--- config.mk ---
export PLATFORM = sky130hd
export DESIGN_NAME = scan_chain_loader
export DESIGN_NICKNAME = d
export VERILOG_FILES = /design/src/rtl/scan_chain_loader.sv
export SDC_FILE = /design/constraint.sdc
export NUM_CORES = 1
export LEC_CHECK = 0
export ABC_CLOCK_PERIOD_IN_PS = 6500
export CORE_ASPECT_RATIO = 0.75
export CORE_MARGIN = 2
export CORE_UTILIZATION = 45
export DETAILED_ROUTE_END_ITERATION = 10
export PLACE_DENSITY = 0.65
export SLEW_MARGIN = 20
export SYNTH_ARGS = -nofsm -noshare
export SYNTH_HDL_FRONTEND = slang
export SYNTH_SLANG_ARGS = --single-unit
--- constraint.sdc ---
create_clock -name clk -period 6.5 [get_ports clk]
set_input_delay 0.65 -clock clk [delete_from_list [all_inputs] [get_ports clk]]
set_output_delay 0.65 -clock clk [all_outputs]
set_load 0.005 [all_outputs]
--- src/rtl/scan_chain_loader.sv ---
// Scan configuration chain loader: serialises streamed config words LSB-first onto si/se
// and repacks the chain's so output into readback words while the new contents shift in.
module scan_chain_loader #(
    parameter int DATA_W = 32,
    parameter int LEN_W  = 16
) (
    input  logic              clk,
    input  logic              reset,
    input  logic              start,
    input  logic [LEN_W-1:0]  num_bits,
    input  logic              cfg_valid,
    input  logic [DATA_W-1:0] cfg_data,
    output logic              cfg_ready,
    output logic              se,
    output logic              si,
    input  logic              so,
    output logic              rb_valid,
    output logic [DATA_W-1:0] rb_data,
    output logic              busy,
    output logic              done
);

    localparam int                IDX_W     = (DATA_W > 1) ? $clog2(DATA_W) : 1;
    localparam logic [LEN_W-1:0]  WORD_BITS = LEN_W'(DATA_W);
    localparam logic [IDX_W-1:0]  LAST_IDX  = IDX_W'(DATA_W - 1);
    localparam logic [LEN_W-1:0]  LEN_ONE   = LEN_W'(1);
    localparam logic [IDX_W-1:0]  IDX_ONE   = IDX_W'(1);

    typedef enum logic [1:0] {
        S_IDLE,
        S_FILL,
        S_SHIFT,
        S_DONE
    } state_t;

    state_t            r_state;
    logic [LEN_W-1:0]  r_bits_left;
    logic [LEN_W-1:0]  r_need;
    logic [IDX_W-1:0]  r_word_left;
    logic [DATA_W-1:0] r_shreg;
    logic [DATA_W-1:0] r_buf;
    logic              r_buf_full;
    logic              r_se;
    logic              r_si;
    logic              r_busy;
    logic              r_done;
    logic [DATA_W-1:0] r_collect;
    logic [IDX_W-1:0]  r_rb_idx;
    logic [DATA_W-1:0] r_rb_data;
    logic              r_rb_valid;

    logic              w_cfg_ready;
    logic              w_hs;
    logic [LEN_W-1:0]  w_need_next;
    logic              w_word_empty;
    logic              w_have_next;
    logic [DATA_W-1:0] w_next_src;
    logic              w_last_shift;
    logic [DATA_W-1:0] w_collect_next;

    // r_need tracks bits not yet covered by an accepted word, so ready drops once enough words are in.
    assign w_cfg_ready  = (r_need != '0) &&
                          ((r_state == S_FILL) || ((r_state == S_SHIFT) && !r_buf_full));
    assign w_hs         = cfg_valid && w_cfg_ready;
    assign w_need_next  = (r_need > WORD_BITS) ? (r_need - WORD_BITS) : '0;
    assign w_word_empty = (r_word_left == '0);
    assign w_have_next  = r_buf_full || w_hs;
    assign w_next_src   = r_buf_full ? r_buf : cfg_data;
    assign w_last_shift = r_se && (r_bits_left == '0);

    always_comb begin
        w_collect_next           = r_collect;
        w_collect_next[r_rb_idx] = so;
    end

    // r_bits_left counts bits not yet driven onto si; the bit on si now is already subtracted.
    always_ff @(posedge clk or posedge reset) begin
        if (reset) begin
            r_state     <= S_IDLE;
            r_bits_left <= '0;
            r_need      <= '0;
            r_word_left <= '0;
            r_shreg     <= '0;
            r_buf       <= '0;
            r_buf_full  <= 1'b0;
            r_se        <= 1'b0;
            r_si        <= 1'b0;
            r_busy      <= 1'b0;
            r_done      <= 1'b0;
        end else begin
            r_done <= 1'b0;
            case (r_state)
                S_IDLE: begin
                    if (start) begin
                        r_busy     <= 1'b1;
                        r_buf_full <= 1'b0;
                        if (num_bits == '0) begin
                            r_state <= S_DONE;
                            r_done  <= 1'b1;
                        end else begin
                            r_state     <= S_FILL;
                            r_bits_left <= num_bits;
                            r_need      <= num_bits;
                        end
                    end
                end
                S_FILL: begin
                    if (w_hs) begin
                        r_need      <= w_need_next;
                        r_se        <= 1'b1;
                        r_si        <= cfg_data[0];
                        r_shreg     <= cfg_data >> 1;
                        r_word_left <= LAST_IDX;
                        r_bits_left <= r_bits_left - LEN_ONE;
                        r_state     <= S_SHIFT;
                    end
                end
                S_SHIFT: begin
                    if (w_hs) begin
                        r_need <= w_need_next;
                    end
                    if (r_bits_left == '0) begin
                        r_se    <= 1'b0;
                        r_si    <= 1'b0;
                        r_state <= S_DONE;
                        r_done  <= 1'b1;
                    end else if (!w_word_empty) begin
                        r_si        <= r_shreg[0];
                        r_shreg     <= r_shreg >> 1;
                        r_word_left <= r_word_left - IDX_ONE;
                        r_bits_left <= r_bits_left - LEN_ONE;
                        if (w_hs) begin
                            r_buf      <= cfg_data;
                            r_buf_full <= 1'b1;
                        end
                    end else if (w_have_next) begin
                        // A word arriving on the exhausting edge bypasses the buffer to avoid a bubble.
                        r_si        <= w_next_src[0];
                        r_shreg     <= w_next_src >> 1;
                        r_word_left <= LAST_IDX;
                        r_bits_left <= r_bits_left - LEN_ONE;
                        r_buf_full  <= 1'b0;
                    end else begin
                        r_se    <= 1'b0;
                        r_si    <= 1'b0;
                        r_state <= S_FILL;
                    end
                end
                S_DONE: begin
                    r_busy  <= 1'b0;
                    r_state <= S_IDLE;
                end
                default: begin
                    r_state <= S_IDLE;
                end
            endcase
        end
    end

    // Each se edge also clocks the old chain contents out of so; flush on a full word or the final bit.
    always_ff @(posedge clk or posedge reset) begin
        if (reset) begin
            r_collect  <= '0;
            r_rb_idx   <= '0;
            r_rb_data  <= '0;
            r_rb_valid <= 1'b0;
        end else begin
            r_rb_valid <= 1'b0;
            if (r_se) begin
                if ((r_rb_idx == LAST_IDX) || w_last_shift) begin
                    r_rb_data  <= w_collect_next;
                    r_rb_valid <= 1'b1;
                    r_collect  <= '0;
                    r_rb_idx   <= '0;
                end else begin
                    r_collect <= w_collect_next;
                    r_rb_idx  <= r_rb_idx + IDX_ONE;
                end
            end
        end
    end

    assign cfg_ready = w_cfg_ready;
    assign se        = r_se;
    assign si        = r_si;
    assign busy      = r_busy;
    assign done      = r_done;
    assign rb_valid  = r_rb_valid;
    assign rb_data   = r_rb_data;

endmodule
Word level (Yosys, flattened, before mapping)
Cells that the tools add are included.
Widths: inputs -> output; s select.
{"block": "word_totals", "regBits": 178, "inputBits": 53, "wordCells": 123}
{"block": "classes", "n_addsub": 4, "n_lt_le_gt_ge": 3, "eq_ne": 13, "muxes": 56, "n_bitwise": 2, "n_reduce_logical": 30}
{"op": "$mux 32", "n": 6}
{"op": "$mux 16", "n": 8}
{"op": "$pmux 32 s2", "n": 1}
{"op": "$pmux 16 s3", "n": 1}
{"op": "$bwmux 32", "n": 1}
{"op": "$logic_not 16->1", "n": 2}
{"op": "$pmux 16 s2", "n": 1}
{"op": "$mux 5", "n": 5}
{"op": "$reduce_and 4->1", "n": 5}
{"op": "$mux 1", "n": 19}
{"op": "$gt 16x6->1 const B", "n": 1}
{"op": "$reduce_bool 16->1", "n": 1}
{"op": "$sub 16x1->16 const B", "n": 1}
{"op": "$sub 16x6->16 const B", "n": 1}
{"op": "$mux 2", "n": 6}
{"op": "$pmux 1 s2", "n": 5}
{"op": "$pmux 5 s2", "n": 1}
{"op": "$ne 2x2->1 const B", "n": 4}
{"op": "$pmux 2 s4", "n": 1}
{"op": "$reduce_bool 2->1", "n": 4}
{"op": "$lt 5x6->1 const B", "n": 1}
{"op": "$ne 3x2->1 const B", "n": 2}
{"op": "$ne 3x3->1 const B", "n": 2}
{"op": "$reduce_and 2->1", "n": 3}
{"op": "18 further kinds", "n": 26}

Logic depth before layout (Yosys ltp)
Gate-level depths: netlist (run 1).
{"block": "logic_depth", "ltp_word": 10, "depth_mapped": 10, "depth_no_buf": 7}

Worst setup path before layout (run 1)
Ideal clock, no wire load.
{"block": "synth_path", "kind": "reg-to-reg", "start": "reg r_word_left[0]", "end": "reg r_bits_left[0]", "setup_ns": 0.080, "arrival_ns": 2.229, "required_time_ns": 6.420, "slack_ns": 4.191, "stages_incl_launch_ff": 10, "n_path_buf": 2, "cell_sequence": "dfrtp_1 inv_1 ha_1 or4b_2 o21ai_0 o211ai_2 and3_1 buf_6 buf_6 o211ai_2"}
{"block": "synth_between", "elab_chain_cells": 4}
{"element": "start, declared", "line_no": "39", "text": "logic [IDX_W-1:0] r_word_left;"}
{"element": "start signal, assigned", "line_no": "130", "text": "r_word_left <= r_word_left - IDX_ONE;"}
{"element": "$logic_not 5->1 (*)", "line_no": "66", "text": "assign w_word_empty = (r_word_left == '0);"}
{"element": "$mux 16", "line_no": "127", "text": "end else if (!w_word_empty) begin"}
{"element": "$mux 16", "line_no": "122", "text": "if (r_bits_left == '0) begin"}
{"element": "$pmux 16 s3", "line_no": "92", "text": "case (r_state)"}
{"element": "end signal, assigned", "line_no": "102", "text": "r_bits_left <= num_bits;"}
{"element": "end signal, assigned", "line_no": "131", "text": "r_bits_left <= r_bits_left - LEN_ONE;"}
{"element": "end signal, assigned", "line_no": "141", "text": "r_bits_left <= r_bits_left - LEN_ONE;"}
{"element": "end, declared", "line_no": "37", "text": "logic [LEN_W-1:0] r_bits_left;"}
Mark *: on every way between the ends. The rest lies on a longest branch, timed or not. The select of a mux whose other input is x is not followed.
A chain may end at the register's enable or synchronous reset.

Final worst setup path (run 1)
{"block": "layout_path", "start": "reg r_state[0]", "end": "reg r_shreg[29]"}
{"block": "layout_between", "elab_chain_cells": 8}
{"element": "start, declared", "line_no": "36", "text": "state_t r_state;"}
{"element": "start signal, assigned", "line_no": "79", "text": "r_state <= S_IDLE;"}
{"element": "start signal, assigned", "line_no": "98", "text": "r_state <= S_DONE;"}
{"element": "start signal, assigned", "line_no": "101", "text": "r_state <= S_FILL;"}
{"element": "$eq 2x2->1", "line_no": "63, 92"}
{"element": "$logic_and 1x1->1", "line_no": "63", "text": "((r_state == S_FILL) || ((r_state == S_SHIFT) && !r_buf_full));"}
{"element": "$logic_or 1x1->1", "line_no": "63"}
{"element": "$logic_and 1x1->1", "line_no": "62", "text": "assign w_cfg_ready = (r_need != '0) &&"}
{"element": "$logic_and 1x1->1", "line_no": "64", "text": "assign w_hs = cfg_valid && w_cfg_ready;"}
{"element": "$logic_or 1x1->1", "line_no": "67", "text": "assign w_have_next = r_buf_full || w_hs;"}
{"element": "$ne 3x3->1 (no source line)"}
{"element": "$reduce_and 4->1 (no source line)"}
{"element": "end signal, assigned", "line_no": "112", "text": "r_shreg <= cfg_data >> 1;"}
{"element": "end signal, assigned", "line_no": "129", "text": "r_shreg <= r_shreg >> 1;"}
{"element": "end signal, assigned", "line_no": "139", "text": "r_shreg <= w_next_src >> 1;"}
{"element": "end, declared", "line_no": "40", "text": "logic [DATA_W-1:0] r_shreg;"}
Several ways; a longest one is shown, not always the timed one.

==> results of run 1 <==
Yosys cell counts (8+ instances only):
master,n,area (sq um)
nand4_1,8,50.05
mux2_2,38,427.9
nand3_1,23,115.1
a22o_1,34,297.8
nor2_1,32,120.1
nand2b_1,15,93.84
buf_6,8,90.09
a2bb2oi_1,31,271.5
nor4_1,9,56.30
a21oi_1,33,165.2
clkbuf_1,55,206.5
nor3_1,17,85.08
mux2i_1,36,360.4
o21ai_0,75,375.4
a41oi_1,8,70.07
nand2_1,72,270.3
dfrtp_1,177,4429
nor2b_1,9,56.30
inv_1,45,168.9
ha_1,13,162.7
mux2_4,27,405.4
o22ai_1,52,325.3
power by group:
group	switching (mW)	internal, mW	total (mW)	leakage, nW
Sequential	0.382	1.63	2.01	2.12
Clock	0.470	0.657	1.13	0.309
Combinational	1.18	1.24	2.42	2.30
Total	2.04	3.52	5.56	4.72
state kept, by name, indices dropped and copies added, names as in the netlist:
| register | cells |
|---|---|
| se | 1 |
| r_bits_left | 16 |
| r_need | 16 |
| done | 1 |
| r_collect | 32 |
| r_shreg | 31 |
| rb_valid | 1 |
| busy | 1 |
| r_state | 2 |
| r_rb_idx | 5 |
| r_word_left | 5 |
| r_buf_full | 1 |
| r_buf | 32 |
| rb_data | 32 |
| si | 1 |
cells by family (layout without fill, tap and decap cells):
family          Yosys count  after routing  synth area share, %
compound gates          290            290                21.49
fa+ha+maj                13             13                1.732
buf+inv                 115            182                5.329
flops                   177            177                47.16
mux                     101            101                12.71
simple gates            213            213                11.58
worst max-delay path, cell delays in order, from the launching register on:
cell and delay [ns]:
dfrtp_1 0.42, inv_1 0.10, ha_2 0.89, nor2b_1 0.31, o21ai_1 0.20, a21o_4 0.28, a22oi_4 0.38, buf_4 0.49
mux2_2 0.39
worst paths after layout:
check                                          end  cells after the start
max reg2reg                r_shreg[29]$_DFFE_PP0P_                      8
max in group asynchronous    r_buf[13]$_DFFE_PP0P_                      3
min in group asynchronous  rb_data[10]$_DFFE_PP0P_                      2
min                        rb_data[17]$_DFFE_PP0P_                      2
max                        r_shreg[29]$_DFFE_PP0P_                      8
min reg2reg                rb_data[17]$_DFFE_PP0P_                      2
routing by layer:
| layer | vias up | wire, um |
|---|---|---|
| met5 | - | 0 |
| met4 | 0 | 174 |
| met3 | 12 | 1233 |
| met2 | 198 | 9390 |
| met1 | 3594 | 11820 |
| li1 | 3492 | - |
cell type report:
type                            instances  share of cell area, %
Clock inverter                         15                  1.993
Sequential cell                       177                  39.85
Clock buffer                           17                  3.828
Tap cell                              282                  3.175
Multi-Input combinational cell        617                  40.50
Inverter                               46                  1.599
Timing Repair Buffer                  104                  9.051
==> flow_summary.toml, run 1 <==
[cts]
clk_latency_ns = 0.43
cts_buffers = 17
clkTransAtPathRegs_ns = 0.07
clockBufferDepth = 2
htreeDepth = 4
cts_tree = "yes"
cts-resized-gates = 0
cts_setup_buffers = 0
clock-root-buffer = "clkbuf_16"
cts.sinks = 177
postCtsHoldBufs = 0

[layout]
design_area_sq_um = 11110
diodes = 0
fin_cells = 1258
nFillCells = 1791
finish.utilization_pct = 54.68
multi_input_area_sq_um = 4502
drive_above_1_share_pct = 13.22
final_nets = 1029
area_delta_synth_final_pct = 18.35
regArea_sq_um = 4429
mostFrequentLayoutCells = "dfrtp_1, clkdlybuf4s50_1, o21ai_0, nand2_1, o22ai_1"
final_common_cell = "dfrtp_1"

[routing]
route.detailed.drc = 0
drt-initial-drc-count = 748
drt.antenna.violating_nets = 0
num_vias = 7296
wl_per_cell_um = 17.98
drt-total-wl_um = 22620
first_pass_iters = 5
via_per_inst = 5.800

[global_routing]
grt_max_degree = 104
antenna_found_initial = 0
grt_use_met1_pct = 34.19
grt_pass1_wl_um = 37060
grt_pass1_vias = 6836
grt_use_met3_pct = 3.665
overflow = 0
grt_usage_pct = 21.04
busiest_layer = "met1"
use_met2_pct = 28.86

[logic_synthesis]
synth_enable_flop_cells = 0
synth_nets = 975
ys_async_sr_fraction_pct = 100.0
ys_types = 67
syn-mean-instance-area_sq_um = 10.33
ys_seq_area_share_pct = 47.16
syn_inst = 909
ys.flop_type = "dfrtp_1"
syn_area_sq_um = 9392
yosys_warnings = 0
ys_seq_elements = 177

[floorplanning]
dieArea_sq_um = 22050
num_rows = 45
coreArea_sq_um = 20330
die_h_um = 129.1
start_util_pct = 46.20
die_w_um = 170.8
io_pins = 91

[timing]
finClkSkew_ns = 0.01555
hold_viol = 0
fin_crit_sh_pct = 55.44
period_minus_slack_ns = 3.604
whs_ns = 0.4783
worst_pin_slew_ns = 1.058
slew_headroom_pct = 29.44
fin_setup_tns_ns = 0
setup_viol = 0
clock.fmax_mhz = 277.5
slew_viol_final = 0
worst_slack_ns = 2.896
rsz0062_at_grt = "no"

[critical_path]
path_class = "reg2reg"
timing.rr.start = "r_state[0]$_DFFE_PP0P_"
crit_required_ns = 6.81
startpoint = "r_state[0]$_DFFE_PP0P_"
r2r_slack_ns = 2.90
cp-end-kind = "flip-flop"
cp-start-kind = "flip-flop"
arrival_ns = 3.92
critPathMaxFanout = 50

[status]
outcome = "finished clean"

[placement]
dp_hpwl_um = 14850
io_buffers = 90
post-place-ws_ns = 2.933
dp_cells = 1226
placed_cell_area_sq_um = 10460
globalplace.congestion = 0.8573

[worst_hold_path]
worstHoldStart = "rb_data[17]$_DFFE_PP0P_"
hp-class = "reg2reg"

[power_and_ir_drop]
irDropWorstVdd_mv = 0.1993
p_total_mw = 5.557
powerDensity_nw_per_um2 = 500.0
power_leakage_nw = 4.721

[job]
maxCapViolCount = 0
Power figures use the tool's default switching activity.
==> run 2, diff against run 1 <==
Settings changed: ABC_CLOCK_PERIOD_IN_PS 6500 to 3350.
Clock period 6.5 ns to 3.35 ns, I/O delays scaled along.
==> run 2 against run 1 <==
Compared with the run above:
- final cell count is 0.56% higher
- sequential power is 94% higher
- power is 90% higher
- final area is 0.20% lower
- non-clock buffer count is 7 higher
- wire length is 0.23% lower
- hold slack worse by 0.18 ns
- flip-flop and latch count stayed put
- largest cell class unchanged
- largest power group unchanged
==> flow_summary.toml, run 2 (synthesized netlist as in run 1, its figures left out) <==
[timing]
hold_viol = 0
fin_setup_tns_ns = 0
finClkSkew_ns = 0.01180
setup_viol = 0
worst_pin_slew_ns = 0.9611
slew_headroom_pct = 35.93
whs_ns = 0.2953
rsz0062_at_grt = "no"
slew_viol_final = 0
period_minus_slack_ns = 2.966
clock.fmax_mhz = 337.2
fin_crit_sh_pct = 88.53

[routing]
first_pass_iters = 5
via_per_inst = 5.777
drt-total-wl_um = 22570
drt-initial-drc-count = 647
drt.antenna.violating_nets = 0
wl_per_cell_um = 17.84
route.detailed.drc = 0
num_vias = 7308

[cts]
clkTransAtPathRegs_ns = 0.07
cts_tree = "yes"
cts_buffers = 17
cts.sinks = 177
clk_latency_ns = 0.43
clock-root-buffer = "clkbuf_16"
cts-resized-gates = 0
postCtsHoldBufs = 0
htreeDepth = 4
clockBufferDepth = 2
cts_setup_buffers = 0

[layout]
mostFrequentLayoutCells = "dfrtp_1, clkdlybuf4s50_1, o21ai_0, nand2_1, o22ai_1"
final_nets = 1036
diodes = 0
drive_above_1_share_pct = 13.53
area_delta_synth_final_pct = 18.11
final_common_cell = "dfrtp_1"
fin_cells = 1265
design_area_sq_um = 11090

[critical_path]
critPathMaxFanout = 8
path_class = "reg2out"
cp-end-kind = "output port"
arrival_ns = 2.63
cp_slowest_cell = "or4_4"
crit_required_ns = 3.01
startpoint = "r_need[0]$_DFFE_PP0P_"
timing.rr.start = "r_bits_left[0]$_DFFE_PP0P_"
crit_chain = "or4_4 -> nor4b_4 -> a22oi_1 -> clkdlybuf4s50_1"
max_stage_delay_ns = 0.56
cp-start-kind = "flip-flop"

[job]
maxCapViolCount = 0

[floorplanning]
start_util_pct = 46.20
io_pins = 91
num_rows = 45
die_h_um = 129.1
die_w_um = 170.8
coreArea_sq_um = 20330
dieArea_sq_um = 22050

[placement]
dp_cells = 1233
dp_hpwl_um = 15130
io_buffers = 90
placed_cell_area_sq_um = 10530
globalplace.congestion = 0.8786

[power_and_ir_drop]
powerDensity_nw_per_um2 = 951.0
power_leakage_nw = 4.718
irDropWorstVdd_mv = 0.4143

[global_routing]
use_met2_pct = 29.98
busiest_layer = "met1"
grt_use_met3_pct = 4.551
grt_pass1_wl_um = 37230
grt_max_degree = 108
grt_usage_pct = 21.20
grt_use_met1_pct = 33.25
grt_pass1_vias = 6928
overflow = 0
antenna_found_initial = 0

[status]
outcome = "finished clean"

[worst_hold_path]
hp-class = "in2async"
## run 2: critical path: cells and delay by family, from the launching register on
family	cells	cell delay, ns
and+or+nand+nor	2	1.12
DFF	1	0.39
buffers and inverters	1	0.49
AOI/OAI and AO/OA	1	0.20
## run 2: where the power goes
group / switching (mW) / internal, mW / leakage, nW
logic: 2.28 / 2.44 / 2.34
clock network: 0.887 / 1.04 / 0.267
registers: 0.742 / 3.16 / 2.12
total: 3.91 / 6.64 / 4.72
## run 2: layout make-up
class	count	area (sq um)
timing repair buffer	111	1084
multi-input combinational	617	4491
sequential	177	4429
inverter	46	176.4
fill	1796	9234
clock buffer	19	432.9
tap	282	352.8
clock inverter	13	126.4
## run 2: through the flow
step / power [mW] / util [%] / worst slack (ns)
3_3_place_gp: 8.521 / 51.82 / 0.6662
4_1_cts: 10.59 / 54.57 / 0.3378
3_5_place_dp: 8.641 / 51.82 / 0.5795
2_1_floorplan: 7.273 / - / 0.7484
6_report: 10.55 / 54.57 / 0.3843
5_1_grt: 11.32 / 54.57 / 0.2523
## run 2: path summary, 6_finish.rpt
check	endpoint	slack, ns	cells past startpoint
max	cfg_ready	0.38	4
min	r_collect[8]$_DFFE_PP0P_	0.30	2
max in group asynchronous	r_buf[14]$_DFFE_PP0P_	2.15	3
min reg2reg	rb_data[19]$_DFFE_PP0P_	0.48	2
min in group clk	rb_data[19]$_DFFE_PP0P_	0.48	2
max reg2reg	r_shreg[16]$_DFFE_PP0P_	0.55	8
## run 2: routing by layer
layer,wire [um],part of all wire (%),vias up
li1,-,-,3505
met1,11810,52,3584
met2,9391,42,200
met3,1177,5.2,19
met4,190,0.84,0
met5,0,0,-
==> run 3, diff against run 2 <==
Settings changed: ABC_CLOCK_PERIOD_IN_PS 3350 to default.
==> results of run 3 <==
Final layout, timing and power as in run 2 (identical DEF).
